--- src/rtl/uart_rx_frame_ctrl.sv ---
// rtl/uart_rx_frame_ctrl.sv - UART receive frame FSM; parity support built only with UART_RX_PARITY_EN
module uart_rx_frame_ctrl (
    input  logic       clk,
    input  logic       rst,
    input  logic       rx_in,
    input  logic [4:0] prescale,
    input  logic       par_en,
    input  logic       par_typ,
    input  logic       sampled_bit,
    output logic [4:0] edge_count,
    output logic       dat_samp_en,
    output logic [7:0] p_data,
    output logic       data_valid,
    output logic       par_err,
    output logic       stp_err
);

`ifdef UART_RX_PARITY_EN
    typedef enum logic [2:0] {IDLE, START, DATA, PARITY, STOP} state_t;
`else
    typedef enum logic [2:0] {IDLE, START, DATA, STOP} state_t;
`endif

    state_t     state, state_n;
    logic [4:0] ps_q;
    logic [2:0] bit_idx;
    logic [7:0] shift_q;
    logic       par_fail;
    logic       stop_fail;
    logic       done_q;
    logic       legal_ps;
    logic       bit_end;
    logic       start_frame;
    logic       finish;

    assign legal_ps    = (prescale == 5'd7) || (prescale == 5'd15) || (prescale == 5'd31);
    assign bit_end     = (state != IDLE) && (edge_count == ps_q);
    assign dat_samp_en = (state != IDLE);

`ifdef UART_RX_PARITY_EN
    logic par_en_q;
    logic par_typ_q;

    always_ff @(posedge clk or negedge rst) begin
        if (!rst) begin
            par_en_q  <= 1'b0;
            par_typ_q <= 1'b0;
            par_fail  <= 1'b0;
        end else if (start_frame) begin
            par_en_q  <= par_en;
            par_typ_q <= par_typ;
            par_fail  <= 1'b0;
        end else if (state == PARITY && bit_end &&
                     sampled_bit != (^shift_q ^ par_typ_q)) begin
            par_fail  <= 1'b1;
        end
    end

    assign par_err = done_q & par_fail;
`else
    logic unused_cfg;
    assign unused_cfg = par_en ^ par_typ;
    assign par_fail   = 1'b0;
    assign par_err    = 1'b0;
`endif

    always_comb begin
        state_n     = state;
        start_frame = 1'b0;
        finish      = 1'b0;
        case (state)
            IDLE: begin
                if (!rx_in && legal_ps) begin
                    state_n     = START;
                    start_frame = 1'b1;
                end
            end
            START: begin
                // A high start sample is a line glitch; drop back silently.
                if (bit_end)
                    state_n = sampled_bit ? IDLE : DATA;
            end
            DATA: begin
                if (bit_end && bit_idx == 3'd7) begin
`ifdef UART_RX_PARITY_EN
                    state_n = par_en_q ? PARITY : STOP;
`else
                    state_n = STOP;
`endif
                end
            end
`ifdef UART_RX_PARITY_EN
            PARITY: begin
                if (bit_end)
                    state_n = STOP;
            end
`endif
            STOP: begin
                if (bit_end) begin
                    state_n = IDLE;
                    finish  = 1'b1;
                end
            end
            default: state_n = IDLE;
        endcase
    end

    always_ff @(posedge clk or negedge rst) begin
        if (!rst)
            state <= IDLE;
        else
            state <= state_n;
    end

    always_ff @(posedge clk or negedge rst) begin
        if (!rst) begin
            ps_q       <= 5'd0;
            edge_count <= 5'd0;
            bit_idx    <= 3'd0;
            shift_q    <= 8'h00;
            stop_fail  <= 1'b0;
            done_q     <= 1'b0;
            p_data     <= 8'h00;
        end else begin
            done_q     <= finish;
            edge_count <= (state == IDLE || bit_end) ? 5'd0 : edge_count + 5'd1;
            if (start_frame) begin
                ps_q      <= prescale;
                bit_idx   <= 3'd0;
                stop_fail <= 1'b0;
            end
            if (state == DATA && bit_end) begin
                shift_q <= {sampled_bit, shift_q[7:1]};
                bit_idx <= bit_idx + 3'd1;
            end
            if (finish) begin
                stop_fail <= ~sampled_bit;
                // Only clean frames overwrite the held byte.
                if (sampled_bit && !par_fail)
                    p_data <= shift_q;
            end
        end
    end

    assign data_valid = done_q & ~par_fail & ~stop_fail;
    assign stp_err    = done_q & stop_fail;

endmodule

--- config.mk ---
export PLATFORM = sky130hd
export DESIGN_NAME = uart_rx_frame_ctrl
export DESIGN_NICKNAME = d
export VERILOG_FILES = /design/src/rtl/uart_rx_frame_ctrl.sv
export SDC_FILE = /design/constraint.sdc
export NUM_CORES = 1
export LEC_CHECK = 0
export CAP_MARGIN = 20
export CORE_UTILIZATION = 50
export CTS_BUF_LIST = sky130_fd_sc_hd__clkbuf_4
export DETAILED_ROUTE_END_ITERATION = 10
export PLACE_DENSITY = 0.79
export SETUP_SLACK_MARGIN = 0.15
export SYNTH_ARGS = -nofsm -noshare
export SYNTH_HDL_FRONTEND = slang
export SYNTH_SLANG_ARGS = --single-unit
--- constraint.sdc ---
create_clock -name clk -period 1.8 [get_ports clk]
set_input_delay 0.27 -clock clk [delete_from_list [all_inputs] [get_ports clk]]
set_output_delay 0.27 -clock clk [all_outputs]
set_load 0.02 [all_outputs]
* After elaboration in Yosys (flattened, before gate mapping)
Index checks and enable logic that the tools add are counted.
Operators by class: add/subtract/negate cells 2, equality and inequality tests 12, multiplexer cells 15, bitwise operators 4, reductions and logical operators 14
Operators with widths (number):
- $mux 3 | 6
- $pmux 3 s4 | 1
- $ne 2x2->1 const B | 4
- $eq 3x2->1 const B | 2
- $mux 1 | 6
- $add 5x1->5 const B | 1
- $eq 5x3->1 const B | 1
- $eq 5x4->1 const B | 1
- $eq 5x5->1 | 1
- $eq 5x5->1 const B | 1
- $mux 5 | 1
- $logic_and 1x1->1 | 4
- $reduce_and 4->1 | 1
- $reduce_bool 2->1 | 2
- $add 3x1->3 const B | 1
- $eq 3x1->1 const B | 1
- $eq 3x3->1 const B | 1
- $logic_not 3->1 | 1
- $logic_or 1x1->1 | 3
- $reduce_bool 3->1 | 1
- $and 1x1->1 | 2
- $mux 2 | 1
- $not 1->1 | 2
- $reduce_and 2->1 | 1
- $logic_not 1->1 | 1
Storage, ports and cells: register bits after elaboration 34, input port bits 11, output and inout bits 17

* Depth between registers and ports, before layout
depth after elaboration 8, depth in mapped cells 6

* Worst setup path before layout
Ideal clock, no wire load.
path type register to register, from reg state[1], to reg ps_q[3], library setup time 0.125 ns, data arrival time 1.556 ns, slack 0.119 ns, cell stages (with the launch flop) 6, path buffers 2, path through dfrtp_1 -> buf_6 -> or2_4 -> or3_4 -> buf_6 -> mux2_4
On the way: longest elaborated chain between the ends 2
RTL lines:
- start, declared | RTL line 24 | state_t state, state_n;
- start signal, assigned | RTL line 112 | state <= state_n;
- $logic_not 3->1 | RTL line 71 | case (state)
- $mux 1 | RTL line 71
- end signal, assigned | RTL line 128 | ps_q <= prescale;
- end, declared | RTL line 25 | logic [4:0] ps_q;
Every way passes these cells. A chain may end at the register's enable or synchronous reset.

* Worst setup path in the final report
from reg state[0], to out dat_samp_en
On the way: longest elaborated chain between the ends 1
RTL lines:
- $reduce_bool 3->1 | RTL line 38 | assign dat_samp_en = (state != IDLE);
- end, declared | RTL line 11 | output logic dat_samp_en,
Every way passes these cells.

==> flow_metrics.py <==
metrics = {
    "setup_path": {
        "crit_slowest_cell": "dfrtp_2",
        "worstPathCellList": "or2_4, clkdlybuf4s15_1",
        "cpPeakStageDelay_ns": 0.44,
        "startpoint_type": "flop",
        "critPathMaxFanout": 4,
        "required_ns": 1.53,
        "arrival_ns": 1.29,
        "path_class": "reg -> out",
        "critPathCaptureType": "output pin",
    },
    "sta": {
        "rsz0062_at_grt": "false",
        "drv_slew": 0,
        "fmax_mhz": 639,
        "finalSetupViolCount": 0,
        "skew_ns": 0.0116,
        "fin_crit_ns": 1.56,
        "hold_viol_final": 0,
        "period_share_pct": 86.9,
        "finalWorstSetupSlack_ns": 0.236,
        "setup_tns_ns": 0,
    },
    "yosys": {
        "yosys.area_share.simple_pct": 13.8,
        "synth_ff_type": "dfrtp_1",
        "ys_warn_count": 0,
        "ys_seq_area_share_pct": 56.4,
        "synth_top_area_cell": "dfrtp_1",
        "synthArstFlopShare_pct": 100,
        "synthAdderAreaFrac_pct": 2.56,
        "netlist.area_leader.share_pct": 56.4,
        "synth_compound_area_share_pct": 1.11,
        "synth_top_family_by_area": "multiplexers",
        "synth-xor-area-share_pct": 4.79,
        "synth_edf_count": 0,
        "synth_mux_area_share_pct": 17.9,
        "synth_most_common_cell": "dfrtp_1",
        "syn_inst": 109,
        "syn_area_mm2": 0.00146,
        "synth.top_cells.by_count": "dfrtp_1 (33), mux2_2 (17), nor2_1 (8)",
        "ys_seq_elements": 33,
        "syn_nets": 123,
        "syn-mean-instance-area_um2": 13.4,
        "ys_top_cells_by_area": "dfrtp_1 (56%), mux2_2 (13%), xor2_1 (4.2%)",
        "synthDistinctLibCells": 29,
    },
    "layout": {
        "finish.utilization_pct": 65.9,
        "antenna_cells": 0,
        "fin_cells": 174,
        "fin_nets": 157,
        "layout-drive-gt1-share_pct": 29.4,
        "syn2layout_area_growth_pct": 24.2,
    },
    "die": {
        "die-area_mm2": 0.00315,
        "die_w_um": 56.1,
        "fp-row-count": 19,
        "pin_count": 28,
        "core_mm2": 0.00276,
        "initial_utilization_pct": 53.1,
        "die_y_um": 56.1,
    },
    "pwr": {
        "peakVddDrop_mv": 1.23,
        "pwr-share-seq_pct": 46.6,
        "power_switching_uw": 891,
        "p_comb_share_pct": 38.7,
        "clockPowerShare_pct": 14.7,
        "sw_frac_of_total_pct": 34.7,
        "p_int_uw": 1680,
        "power.density_mw_per_mm2": 1410,
        "p_leak_uw": 0.000931,
    },
    "hold_path": {
        "hold_path.class": "in -> async",
    },
    "drt": {
        "vias": 904,
        "drt_pass1_iterations": 3,
        "wl_mm": 2.38,
        "drt_iter0_drc": 23,
        "drtAntennaViolNets": 0,
        "vias_per_cell": 5.20,
        "drc": 0,
        "wl_per_cell_um": 13.7,
    },
    "placement": {
        "port-buffer-count": 24,
        "placed_cells": 166,
        "pre_cts_ws_ns": 0.0552,
        "dpl.hpwl_mm": 1.65,
        "routabilityCongestion": 0.779,
    },
    "global_route": {
        "gr-usage-all-layers_pct": 17.1,
        "antenna_found_initial": 0,
        "overflow": 0,
        "grt_pass1_vias": 879,
        "grt_pass1_wl_mm": 4.07,
        "grt_start_max_net_pins": 34,
    },
    "clock_tree": {
        "cts-root-buf": "clkbuf_4",
        "clock_latency_ns": 0.32,
        "cts.path.max_buffers": 2,
        "cts_buffers": 5,
        "h-tree-depth": 2,
        "hold_buffers": 0,
        "cts_tree": "done",
        "path_clk_slew_ns": 0.10,
        "clock_sinks": 33,
    },
    "status": {
        "status": "complete, no violations",
    },
    "job": {
        "maxCapViolCount": 0,
    },
}
[routing by layer]
metal	global-route usage, %	up-vias	routed length (um)	part of all wire [%]
met4	3.14	0	0	0
met5	0	-	0	0
met1	22.0	448	1090	46
met2	27.2	20	1170	49
met3	7.67	0	120	5.0
li1	-	436	-	-
[area by class of cell]
| class | count | area (um2) |
|---|---|---|
| sequential | 33 | 830 |
| timing repair buffer | 31 | 295 |
| tap | 31 | 38.8 |
| clock buffer | 6 | 45.0 |
| fill | 225 | 940 |
| multi-input combinational | 69 | 594 |
| inverter | 3 | 11.3 |
| clock inverter | 1 | 3.75 |
[placed cells by master (no fill, tap or decap), types with 2 or more instances in the layout]
master / count
ha_1: 3
or2b_1: 3
clkbuf_4: 6
mux2i_1: 4
mux2_4: 2
xor2_1: 7
dlygate4sd2_1: 5
clkdlybuf4s50_1: 16
nor2_1: 7
buf_4: 6
dfrtp_1: 30
inv_1: 3
nand2_1: 4
nand4b_1: 3
mux2_2: 17
dfrtp_2: 3
nor2b_1: 2
dlymetal6s2s_1: 2
nand3_1: 3
[registers in the layout, summed over array words and instances, names as in the netlist]
register,count
bit_idx,3
done_q,1
edge_count,5
p_data,8
ps_q,5
shift_q,8
state,2
stop_fail,1
[logic make-up after synthesis]
logic type / count (synthesis)
AND/OR/NAND/NOR: 32
buffers and inverters: 7
multiplexers: 23
adder cells (fa/ha/maj): 3
other: 1
XOR/XNOR: 8
AO/OA/AOI/OAI: 2
flip-flops: 33
[path summary, 6_finish.rpt]
check                                         from                 endpoint  slack (ns)  cells past startpoint
setup / recovery              state[0]$_DFFE_PN0P_              dat_samp_en        0.24                      2
hold / removal                                 rst  edge_count[4]$_DFF_PN0_        0.34                      2
setup reg to reg           edge_count[0]$_DFF_PN0_    p_data[0]$_DFFE_PN0P_        0.24                      4
hold reg to reg             bit_idx[0]$_DFFE_PN0P_   bit_idx[0]$_DFFE_PN0P_        0.49                      1
max in group asynchronous                      rst  edge_count[0]$_DFF_PN0_        1.14                      2
min in group clk            bit_idx[0]$_DFFE_PN0P_   bit_idx[0]$_DFFE_PN0P_        0.49                      1
[power groups by stage]
stage	Combinational (uW)	Clock, uW	Sequential, uW
finish	996	377	1200
global route	1110	431	1240
CTS	969	402	1210
detailed placement	986	0	1220
global placement	958	0	1210
floorplan	587	0	1250
[timing repair]
| action | in CTS | in global routing |
|---|---|---|
| buffers inserted | 0 | 1 |
| pin swaps | 0 | 1 |
| endpoints found under the hold margin | 0 | 0 |
| setup endpoints to repair | 6 | 22 |
| gates resized for setup | 6 | 7 |
[critical path, delay by kind of cell, from the launching register on]
family                 cells  cell delay [ns]
DFF                        1             0.44
buffers and inverters      1             0.28
and+or+nand+nor            1             0.25
[through the flow]
stage / cell area [um2] / total power, uW / hold WS, ns
final: 1820 / 2570 / 0.343
after global routing: 1820 / 2780 / 0.356
after CTS: 1800 / 2580 / 0.344
after detailed placement: 1750 / 2210 / 0.470
after global placement: 1750 / 2160 / 0.468
after floorplan: 1470 / 1840 / -0.0256
Note: power is estimated with default switching activity, not from simulation.
